===== config.mk =====
export PLATFORM = sky130hd
export DESIGN_NAME = lsu_arbiter
export DESIGN_NICKNAME = d
export VERILOG_FILES = /design/src/rtl/lsu_arbiter.sv
export SDC_FILE = /design/constraint.sdc
export NUM_CORES = 1
export LEC_CHECK = 0
export ABC_AREA = 1
export CORE_MARGIN = 2
export CORE_UTILIZATION = 39
export CTS_CLUSTER_DIAMETER = 120
export CTS_CLUSTER_SIZE = 14
export DETAILED_ROUTE_END_ITERATION = 8
export GPL_ROUTABILITY_DRIVEN = 0
export PLACE_DENSITY = 0.85
export SLEW_MARGIN = 20
export SYNTH_ARGS = -nofsm -noshare
export SYNTH_HDL_FRONTEND = slang
export SYNTH_SLANG_ARGS = --single-unit

===== constraint.sdc =====
create_clock -name clk -period 2 [get_ports clk]
set_input_delay 0.6 -clock clk [delete_from_list [all_inputs] [get_ports clk]]
set_output_delay 0.6 -clock clk [all_outputs]
set_load 0.01 [all_outputs]

===== src/rtl/lsu_arbiter.sv =====
// LSU pipeline entry arbiter: picks one of store retire, load replay or new op per cycle
// into a single registered slot, with stall back-pressure, flush and new-op anti-starvation.
package lsu_arbiter_pkg;
  typedef enum logic [3:0] {
    LSU_FUNC_LB  = 4'd0,
    LSU_FUNC_LH  = 4'd1,
    LSU_FUNC_LW  = 4'd2,
    LSU_FUNC_LBU = 4'd3,
    LSU_FUNC_LHU = 4'd4,
    LSU_FUNC_SB  = 4'd5,
    LSU_FUNC_SH  = 4'd6,
    LSU_FUNC_SW  = 4'd7
  } lsu_func_t;
endpackage

module lsu_arbiter
  import lsu_arbiter_pkg::*;
#(
  parameter int DATA_WIDTH   = 32,
  parameter int ADDR_WIDTH   = 32,
  parameter int TAG_WIDTH    = 6,
  parameter int STARVE_LIMIT = 4
) (
  input  logic                  clk,
  input  logic                  rst,
  input  logic                  i_flush,
  input  logic                  i_stall,
  input  logic                  i_sq_valid,
  input  logic [ADDR_WIDTH-1:0] i_sq_addr,
  input  logic [DATA_WIDTH-1:0] i_sq_data,
  input  logic [TAG_WIDTH-1:0]  i_sq_tag,
  input  lsu_func_t             i_sq_func,
  output logic                  o_sq_ready,
  input  logic                  i_lq_valid,
  input  logic [ADDR_WIDTH-1:0] i_lq_addr,
  input  logic [TAG_WIDTH-1:0]  i_lq_tag,
  input  lsu_func_t             i_lq_func,
  output logic                  o_lq_ready,
  input  logic                  i_new_valid,
  input  logic [ADDR_WIDTH-1:0] i_new_addr,
  input  logic [DATA_WIDTH-1:0] i_new_data,
  input  logic [TAG_WIDTH-1:0]  i_new_tag,
  input  lsu_func_t             i_new_func,
  output logic                  o_new_ready,
  output logic                  o_valid,
  output logic [1:0]            o_src,
  output logic [ADDR_WIDTH-1:0] o_addr,
  output logic [DATA_WIDTH-1:0] o_data,
  output logic [TAG_WIDTH-1:0]  o_tag,
  output lsu_func_t             o_lsu_func
);
  localparam int CNT_W = $clog2(STARVE_LIMIT + 1);
  localparam logic [1:0] SRC_NEW    = 2'd0;
  localparam logic [1:0] SRC_REPLAY = 2'd1;
  localparam logic [1:0] SRC_RETIRE = 2'd2;
  localparam logic [CNT_W-1:0] CNT_MAX = CNT_W'(STARVE_LIMIT);

  typedef struct packed {
    logic [1:0]            src;
    logic [ADDR_WIDTH-1:0] addr;
    logic [DATA_WIDTH-1:0] data;
    logic [TAG_WIDTH-1:0]  tag;
    lsu_func_t             func;
  } lsu_op_t;

  lsu_op_t          slot, gnt_op;
  logic             slot_vld;
  logic [CNT_W-1:0] starve_cnt;
  logic             starved, kill, slot_open;
  logic             sq_gnt, lq_gnt, new_gnt, any_gnt;

  // A flush kills a speculative slot op, which frees the slot even under stall.
  // Committed retires are never killed, so they keep honouring the stall.
  assign kill      = i_flush && slot_vld && (slot.src != SRC_RETIRE);
  assign slot_open = !rst && (!slot_vld || !i_stall || kill);
  assign starved   = (starve_cnt == CNT_MAX);

  always_comb begin
    sq_gnt  = 1'b0;
    lq_gnt  = 1'b0;
    new_gnt = 1'b0;
    if (slot_open) begin
      if (i_flush)
        sq_gnt = i_sq_valid;
      else if (starved && i_new_valid)
        new_gnt = 1'b1;
      else if (i_sq_valid)
        sq_gnt = 1'b1;
      else if (i_lq_valid)
        lq_gnt = 1'b1;
      else
        new_gnt = i_new_valid;
    end
  end

  assign any_gnt     = sq_gnt || lq_gnt || new_gnt;
  assign o_sq_ready  = sq_gnt;
  assign o_lq_ready  = lq_gnt;
  assign o_new_ready = new_gnt;

  always_comb begin
    gnt_op = '{src: SRC_NEW, addr: '0, data: '0, tag: '0, func: LSU_FUNC_LB};
    if (sq_gnt)
      gnt_op = '{src: SRC_RETIRE, addr: i_sq_addr, data: i_sq_data,
                 tag: i_sq_tag, func: i_sq_func};
    else if (lq_gnt)
      gnt_op = '{src: SRC_REPLAY, addr: i_lq_addr, data: '0,
                 tag: i_lq_tag, func: i_lq_func};
    else if (new_gnt)
      gnt_op = '{src: SRC_NEW, addr: i_new_addr, data: i_new_data,
                 tag: i_new_tag, func: i_new_func};
  end

  always_ff @(posedge clk) begin
    if (rst) begin
      slot_vld <= 1'b0;
      slot     <= '{src: SRC_NEW, addr: '0, data: '0, tag: '0, func: LSU_FUNC_LB};
    end else if (any_gnt) begin
      slot_vld <= 1'b1;
      slot     <= gnt_op;
    end else if (slot_open) begin
      slot_vld <= 1'b0;
    end
  end

  // Counts cycles a waiting new op loses an open slot; frozen while the slot is closed.
  always_ff @(posedge clk) begin
    if (rst || i_flush)
      starve_cnt <= '0;
    else if (slot_open) begin
      if (!i_new_valid || new_gnt)
        starve_cnt <= '0;
      else if (!starved)
        starve_cnt <= starve_cnt + CNT_W'(1);
    end
  end

  assign o_valid    = slot_vld;
  assign o_src      = slot.src;
  assign o_addr     = slot.addr;
  assign o_data     = slot.data;
  assign o_tag      = slot.tag;
  assign o_lsu_func = slot.func;
endmodule


==> summary.md, run 1 <==
| Metric | Value |
|---|---|
| Mapped Nets | `1093` |
| Flop pwr share | `34.4%` |
| Status | `completed` |
| DR DRC count | `0` |
| Fin. Hold Viols | `0` |
| Worst IR Drop VDD | `0.3213 mV` |
| Min Clock Period, post-route | `1967 ps` |
| Clk_lat worst skew | `320 ps` |
| WL/cell | `12.11 um` |
| Area growth from synthesis to layout | `69.44%` |
| Seq/Total Area, Yosys | `32.09%` |
| Crit Path Max Fanout | `4` |
| Rows | `41` |
| Critical path class | `reg -> out` |
| Routed WL | `16280 um` |
| Least-Margin Pin Slew | `812.9 ps` |
| Clk_skew | `6.401 ps` |
| Core area | `12570 um2` |
| Hold buffers post-CTS | `0` |
| Global-route wire length before repair | `24890 um` |
| Slew Viols, Final | `0` |
| Mean area per synthesized cell | `5.583 um2` |
| CTS clk-pin slew, worst paths | `60 ps` |
| Cell total after placement | `1325` |
| Hold/Removal Path Class | `reg -> reg` |
| Sw power | `1.304 mW` |
| Max-Cap Viols | `0` |
| DIE WIDTH | `117.1 um` |
| Relative slew slack | `45.81%` |
| Met1 WL | `6422 um` |
| Clk root buf | `clkbuf_16` |
| Number of vias in the routed layout | `6002` |
| IO buf count | `276` |
| Setup TNS | `0 ps` |
| Critical Path Source Type | `flip-flop` |
| Maximum clock path buffer count | `2` |
| Antenna violations before repair | `0` |
| TritonCTS clock tree | `built` |
| WL met2 | `8119 um` |
| Most frequent cells in the layout | `nand2_1, clkdlybuf4s50_1, inv_1` |
| Power density over the cells | `614.0 nW/um2` |
| Synth area leaders | `dfxtp_1, nand2_1, inv_1` |
| Hold Path Depth | `4` |
| Commonest non-fill, non-tap cell in the layout | `nand2_1` |
| DR iter-0 viols | `354` |
| Static Leak | `4.268 nW` |
| Internal | `3.889 mW` |
| Critical Path End Type | `output pin` |
| Crit path arrival time | `1370 ps` |
| Antenna Cells | `0` |
| Remaining global-route overflow | `0` |
| Part of the power in the clock network | `38.9%` |
| CTS sink count | `80` |
| Worst r2r path cells | `11` |
| Mapped cell area | `4991 um2` |
| Fmax | `0.5085 GHz` |
| # fillers | `1079` |
| Synthesized netlist cell count | `894` |
| Unrepaired setup endpoints after global routing | `true` |
| DIE AREA | `13720 um2` |
| Largest net degree at the start of global routing | `76` |
| Vias in the first global route | `5514` |
| Chip Height | `117.1 um` |
| Sw Share | `25.11%` |
| Combinational Power Share | `26.7%` |
| GRT Util Overall | `22.73%` |
| Count of cell types in the netlist | `23` |
| Vias per cell | `4.462` |
| Final setup viols | `0` |
| Top Layer Used | `met4` |
| Antenna-violating nets left | `0` |
| Fin crit share | `98.34%` |
| Yosys warning count | `0` |
| H-tree Lvls | `3` |
| Leading area contributor after synthesis | `dfxtp_1` |
| TritonRoute pass-1 iters | `6` |
| Yosys top cell area share | `32.09%` |
| Wire length on met3 | `1426 um` |
| Final Non-Filler Cells | `1345` |
| I/O pins | `277` |
| Worst endpoint required time | `1400 ps` |
| Initial Util | `39.71%` |
| Hpwl dp | `12070 um` |
| Nets | `1367` |
| Fraction of layout cells with a size suffix above 1 | `6.905%` |
| Synthesized flop and latch total | `80` |
| TritonCTS Buffers | `9` |
## flip-flops by register name, indices dropped and copies added (netlist names)
name / flops
o_addr: 32
o_lsu_func: 4
o_data: 32
starve_cnt: 3
o_tag: 6
o_valid: 1
o_src: 2
## repair_timing
action	CTS	global route
buffers inserted	1	3
gates resized for setup	37	11
endpoints found under the setup margin	82	61
gates cloned	0	0
pin swaps	9	6
## power groups by stage
stage	sequential, mW	clock [mW]	combinational, mW
after CTS	1.79	2.07	1.39
after floorplan	1.87	0	0.525
after global routing	1.80	2.13	1.53
final	1.79	2.02	1.39
after detailed placement	1.82	0	1.38
after global placement	1.82	0	1.36
## Yosys cell counts
| cell | number |
|---|---|
| nand2_1 | 276 |
| inv_1 | 191 |
| nor2_1 | 158 |
| dfxtp_1 | 80 |
| a21oi_1 | 77 |
| nand3_1 | 46 |
| buf_2 | 25 |
| clkbuf_1 | 8 |
| buf_4 | 7 |
| buf_6 | 4 |
| inv_2 | 4 |
| nor2_4 | 3 |
| buf_1 | 2 |
| ha_1 | 2 |
| nand3_2 | 2 |
| o21ai_0 | 2 |
| a21o_1 | 1 |
| a21oi_4 | 1 |
| nand2_4 | 1 |
| nand4_1 | 1 |
| nor2_2 | 1 |
| o211ai_1 | 1 |
| o21ai_2 | 1 |
## worst paths after layout
check	start	to	slack, ps
worst min-delay path	o_data[12]	o_data[12]	510
worst max-delay path	starve_cnt[0]	o_lq_ready	30
worst max register to register	starve_cnt[0]	o_addr[28]	130
worst min register to register	o_data[12]	o_data[12]	510
## worst max-delay path, stage by stage (launching register included)
cell and delay (ps):
dfxtp_2 340, inv_2 50, ha_4 160, nand3_4 110, nand3_4 90, nor2_4 160, buf_6 120
## logic make-up after synthesis
group	share of synthesized area, %
AO/OA/AOI/OAI	8.724
adder cells (fa/ha/maj)	0.5013
buffers and inverters	19.88
flip-flops	32.09
AND/OR/NAND/NOR	38.81
## layer usage
layer	global-route usage [%]	vias up
met5	0	-
met4	8.392	0
met3	5.046	20
met2	41.89	242
met1	25.61	2604
li1	-	3136
## through the flow
stage	hold WS [ps]	utilization (%)	cell area, um2	setup slack [ps]	power (mW)
final	509.5	67.29	8457	33.27	5.193
after global routing	539.8	67.29	8457	-25.44	5.465
after CTS	511.7	67.10	8433	0.6758	5.246
after detailed placement	498.9	63.82	8021	-795.2	3.201
after global placement	496.8	63.82	8021	-752.4	3.174
after floorplan	472.0	-	4991	79.59	2.398
## area by class of cell
class	instances	area, um2	share of cell area (%)
repair buffers	309	3092	36.56
multi-input cells	573	2445	28.91
flip-flops and latches	80	1604	18.97
inverters	195	732.0	8.655
clock buffers	10	239.0	2.826
well taps	172	215.2	2.545
clock inverters	6	130.1	1.539
Note: power is estimated with default switching activity, not from simulation.
==> inputs of run 2 (changes only) <==
MAX_ROUTING_LAYER = met4   (was unset)
==> run 2 against run 1 <==
  * Core utilization stayed put
  * Via count down 0.60%
  * Sequential power hardly changed
  * Worst hold slack about the same
  * Clock skew increased by 0.63 ps
  * Clock power barely moved
  * Combinational power hardly changed
  * Sequential cell count is the same
  * First-iteration DRC count rose by 6.2%
  * Register-to-register slack about the same
  * Worst setup slack better by 2.2 ps
  * Final cell count unchanged
  * Critical endpoint unchanged
  * Largest cell class unchanged
==> summary.md, run 2 (same netlist as run 1, synthesis figures left out) <==
| Metric | Value |
|---|---|
| Critical Path End Type | `output pin` |
| Power density over the cells | `614.5 nW/um2 (about the same)` |
| TritonCTS clock tree | `built` |
| Static Leak | `4.268 nW (unchanged)` |
| Hold buffers post-CTS | `0 (unchanged)` |
| DR iter-0 viols | `376 (+6.2%)` |
| Grt met2 use | `41.85% (about the same)` |
| TritonRoute pass-1 iters | `4 (-2)` |
| Fraction of layout cells with a size suffix above 1 | `6.905% (unchanged)` |
| Antenna violations before repair | `0 (unchanged)` |
| Finished Core Util | `67.29% (unchanged)` |
| Critical Path Source Type | `flip-flop` |
| Commonest non-fill, non-tap cell in the layout | `nand2_1` |
| Slowest stage cell, crit path | `dfxtp_2` |
| Status | `completed` |
| Worst endpoint required time | `1400 ps (about the same)` |
| Core area | `12570 um2 (unchanged)` |
| Worst r2r path cells | `11 (unchanged)` |
| Most frequent CP cell | `nand3_4` |
| WL/cell | `12.03 um (-0.67%)` |
| Clk_lat worst skew | `320 ps (about the same)` |
| Fin. Hold Viols | `0 (unchanged)` |
| CTS sink count | `80 (unchanged)` |
| Crit path arrival time | `1360 ps (about the same)` |
| Worst IR Drop VDD | `0.3225 mV (+0.39%)` |
| GRT Util Overall | `23.41% (+0.67 points)` |
| Final setup viols | `0 (unchanged)` |
| TritonCTS Buffers | `9 (unchanged)` |
| Critical path class | `reg -> out` |
| Largest net degree at the start of global routing | `76 (unchanged)` |
| Min Clock Period, post-route | `1965 ps (-2.213 ps)` |
| Hold Path Depth | `4 (unchanged)` |
| Unrepaired setup endpoints after global routing | `true` |
| Worst-path cell chain | `inv_2 -> ha_4 -> nand3_4 -> nand3_4 -> nor2_4 -> buf_6` |
| Slew Viols, Final | `0 (unchanged)` |
| Hold/Removal Path Class | `reg -> reg` |
| Initial Util | `39.71% (unchanged)` |
| Clk root buf | `clkbuf_16` |
| Relative slew slack | `47.14% (+1.3 points)` |
| Total power | `5.197 mW (about the same)` |
| DIE WIDTH | `117.1 um (unchanged)` |
| Routed WL | `16170 um (-0.67%)` |
| Most frequent cells in the layout | `nand2_1, clkdlybuf4s50_1, inv_1` |
| Area growth from synthesis to layout | `69.44% (unchanged)` |
| Clk_skew | `7.029 ps (+0.6280 ps)` |
| DR DRC count | `0 (unchanged)` |
| Nets | `1367 (unchanged)` |
| Maximum clock path buffer count | `2 (unchanged)` |
| CTS clk-pin slew, worst paths | `60 ps (about the same)` |
| H-tree Lvls | `3 (unchanged)` |
| Final instance area | `8457 um2 (unchanged)` |
| Max-Cap Viols | `0 (unchanged)` |
| Least-Margin Pin Slew | `792.9 ps (-20.01 ps)` |
| Placed cell area | `8021 um2 (unchanged)` |
| Setup TNS | `0 ps (unchanged)` |
| Antenna Cells | `0 (unchanged)` |
| Hpwl dp | `12070 um (unchanged)` |
| IO buf count | `276 (unchanged)` |
| Antenna-violating nets left | `0 (unchanged)` |
| Remaining global-route overflow | `0 (unchanged)` |
| CP peak stage delay | `340 ps (about the same)` |
| Fin crit share | `98.23% (-0.11 points)` |
| Met1 Track Usage GR | `26.09% (+0.48 points)` |
| Number of vias in the routed layout | `5966 (-0.60%)` |
| Met3 Use GR | `4.274% (-0.77 points)` |
| Chip Height | `117.1 um (unchanged)` |
| Rows | `41 (unchanged)` |
| I/O pins | `277 (unchanged)` |
| Most Crowded Layer GR | `met2` |
| Vias per cell | `4.436 (-0.60%)` |
| Fmax | `0.5090 GHz (+0.11%)` |
| Vias in the first global route | `5524 (+0.18%)` |
| Crit Path Max Fanout | `4 (unchanged)` |
| DIE AREA | `13720 um2 (unchanged)` |
| Global-route wire length before repair | `24830 um (-0.25%)` |
## run 2: cell counts in the layout (fill, tap and decap cells not counted)
No cell type changed its count.
## run 2: final timing paths
| check | slack (ps) | to | startpoint |
|---|---|---|---|
| worst max-delay path | 40 | o_lq_ready | starve_cnt[0] |
| worst min-delay path | 510 | o_data[12] | o_data[12] |
| worst min register to register | 510 | o_data[12] | o_data[12] |
| worst max register to register | 130 | o_data[10] | starve_cnt[0] |
## run 2: layout make-up
type	count	area (um2)
fillers	1079	4111
repair buffers	309	3092
multi-input cells	573	2445
flip-flops and latches	80	1604
inverters	195	732.0
clock buffers	10	239.0
well taps	172	215.2
clock inverters	6	130.1
## run 2: per-layer routing
metal	vias to the layer above	wire length (um)	share of wire [%]
met1	2581	6344	39
met4	0	308	1.9
met3	18	1298	8.0
met2	230	8223	51
met5	-	0	0
li1	3137	-	-
## run 2: worst max-delay path: cells and delay by family, from the launching register on
family / cells / cell delay [ps]
flip-flops: 1 / 340
buffers and inverters: 2 / 170
adder cells (fa/ha/maj): 1 / 160
AND/OR/NAND/NOR: 3 / 360
## run 2: stage by stage
stage               setup slack (ps)  hold WS, ps  std cells
CTS                           0.6758        511.7       1342
global route                  -25.43        539.8       1345
detailed placement            -795.2        498.9       1325
floorplan                      79.59        472.0        894
global placement              -752.4        496.8       1325
finish                         35.49        509.5       1345
## run 2: what timing repair did
action / in CTS / in global routing
setup buffers: 1 / 3
setup endpoints to repair: 82 / 61
resized for setup: 37 / 11
pin swaps: 9 / 6
## run 2: where the power goes
part | internal [mW] | switching [mW] | total (mW)
clock | 1.38 | 0.648 | 2.02
combinational | 0.792 | 0.594 | 1.39
sequential | 1.72 | 0.0656 | 1.79
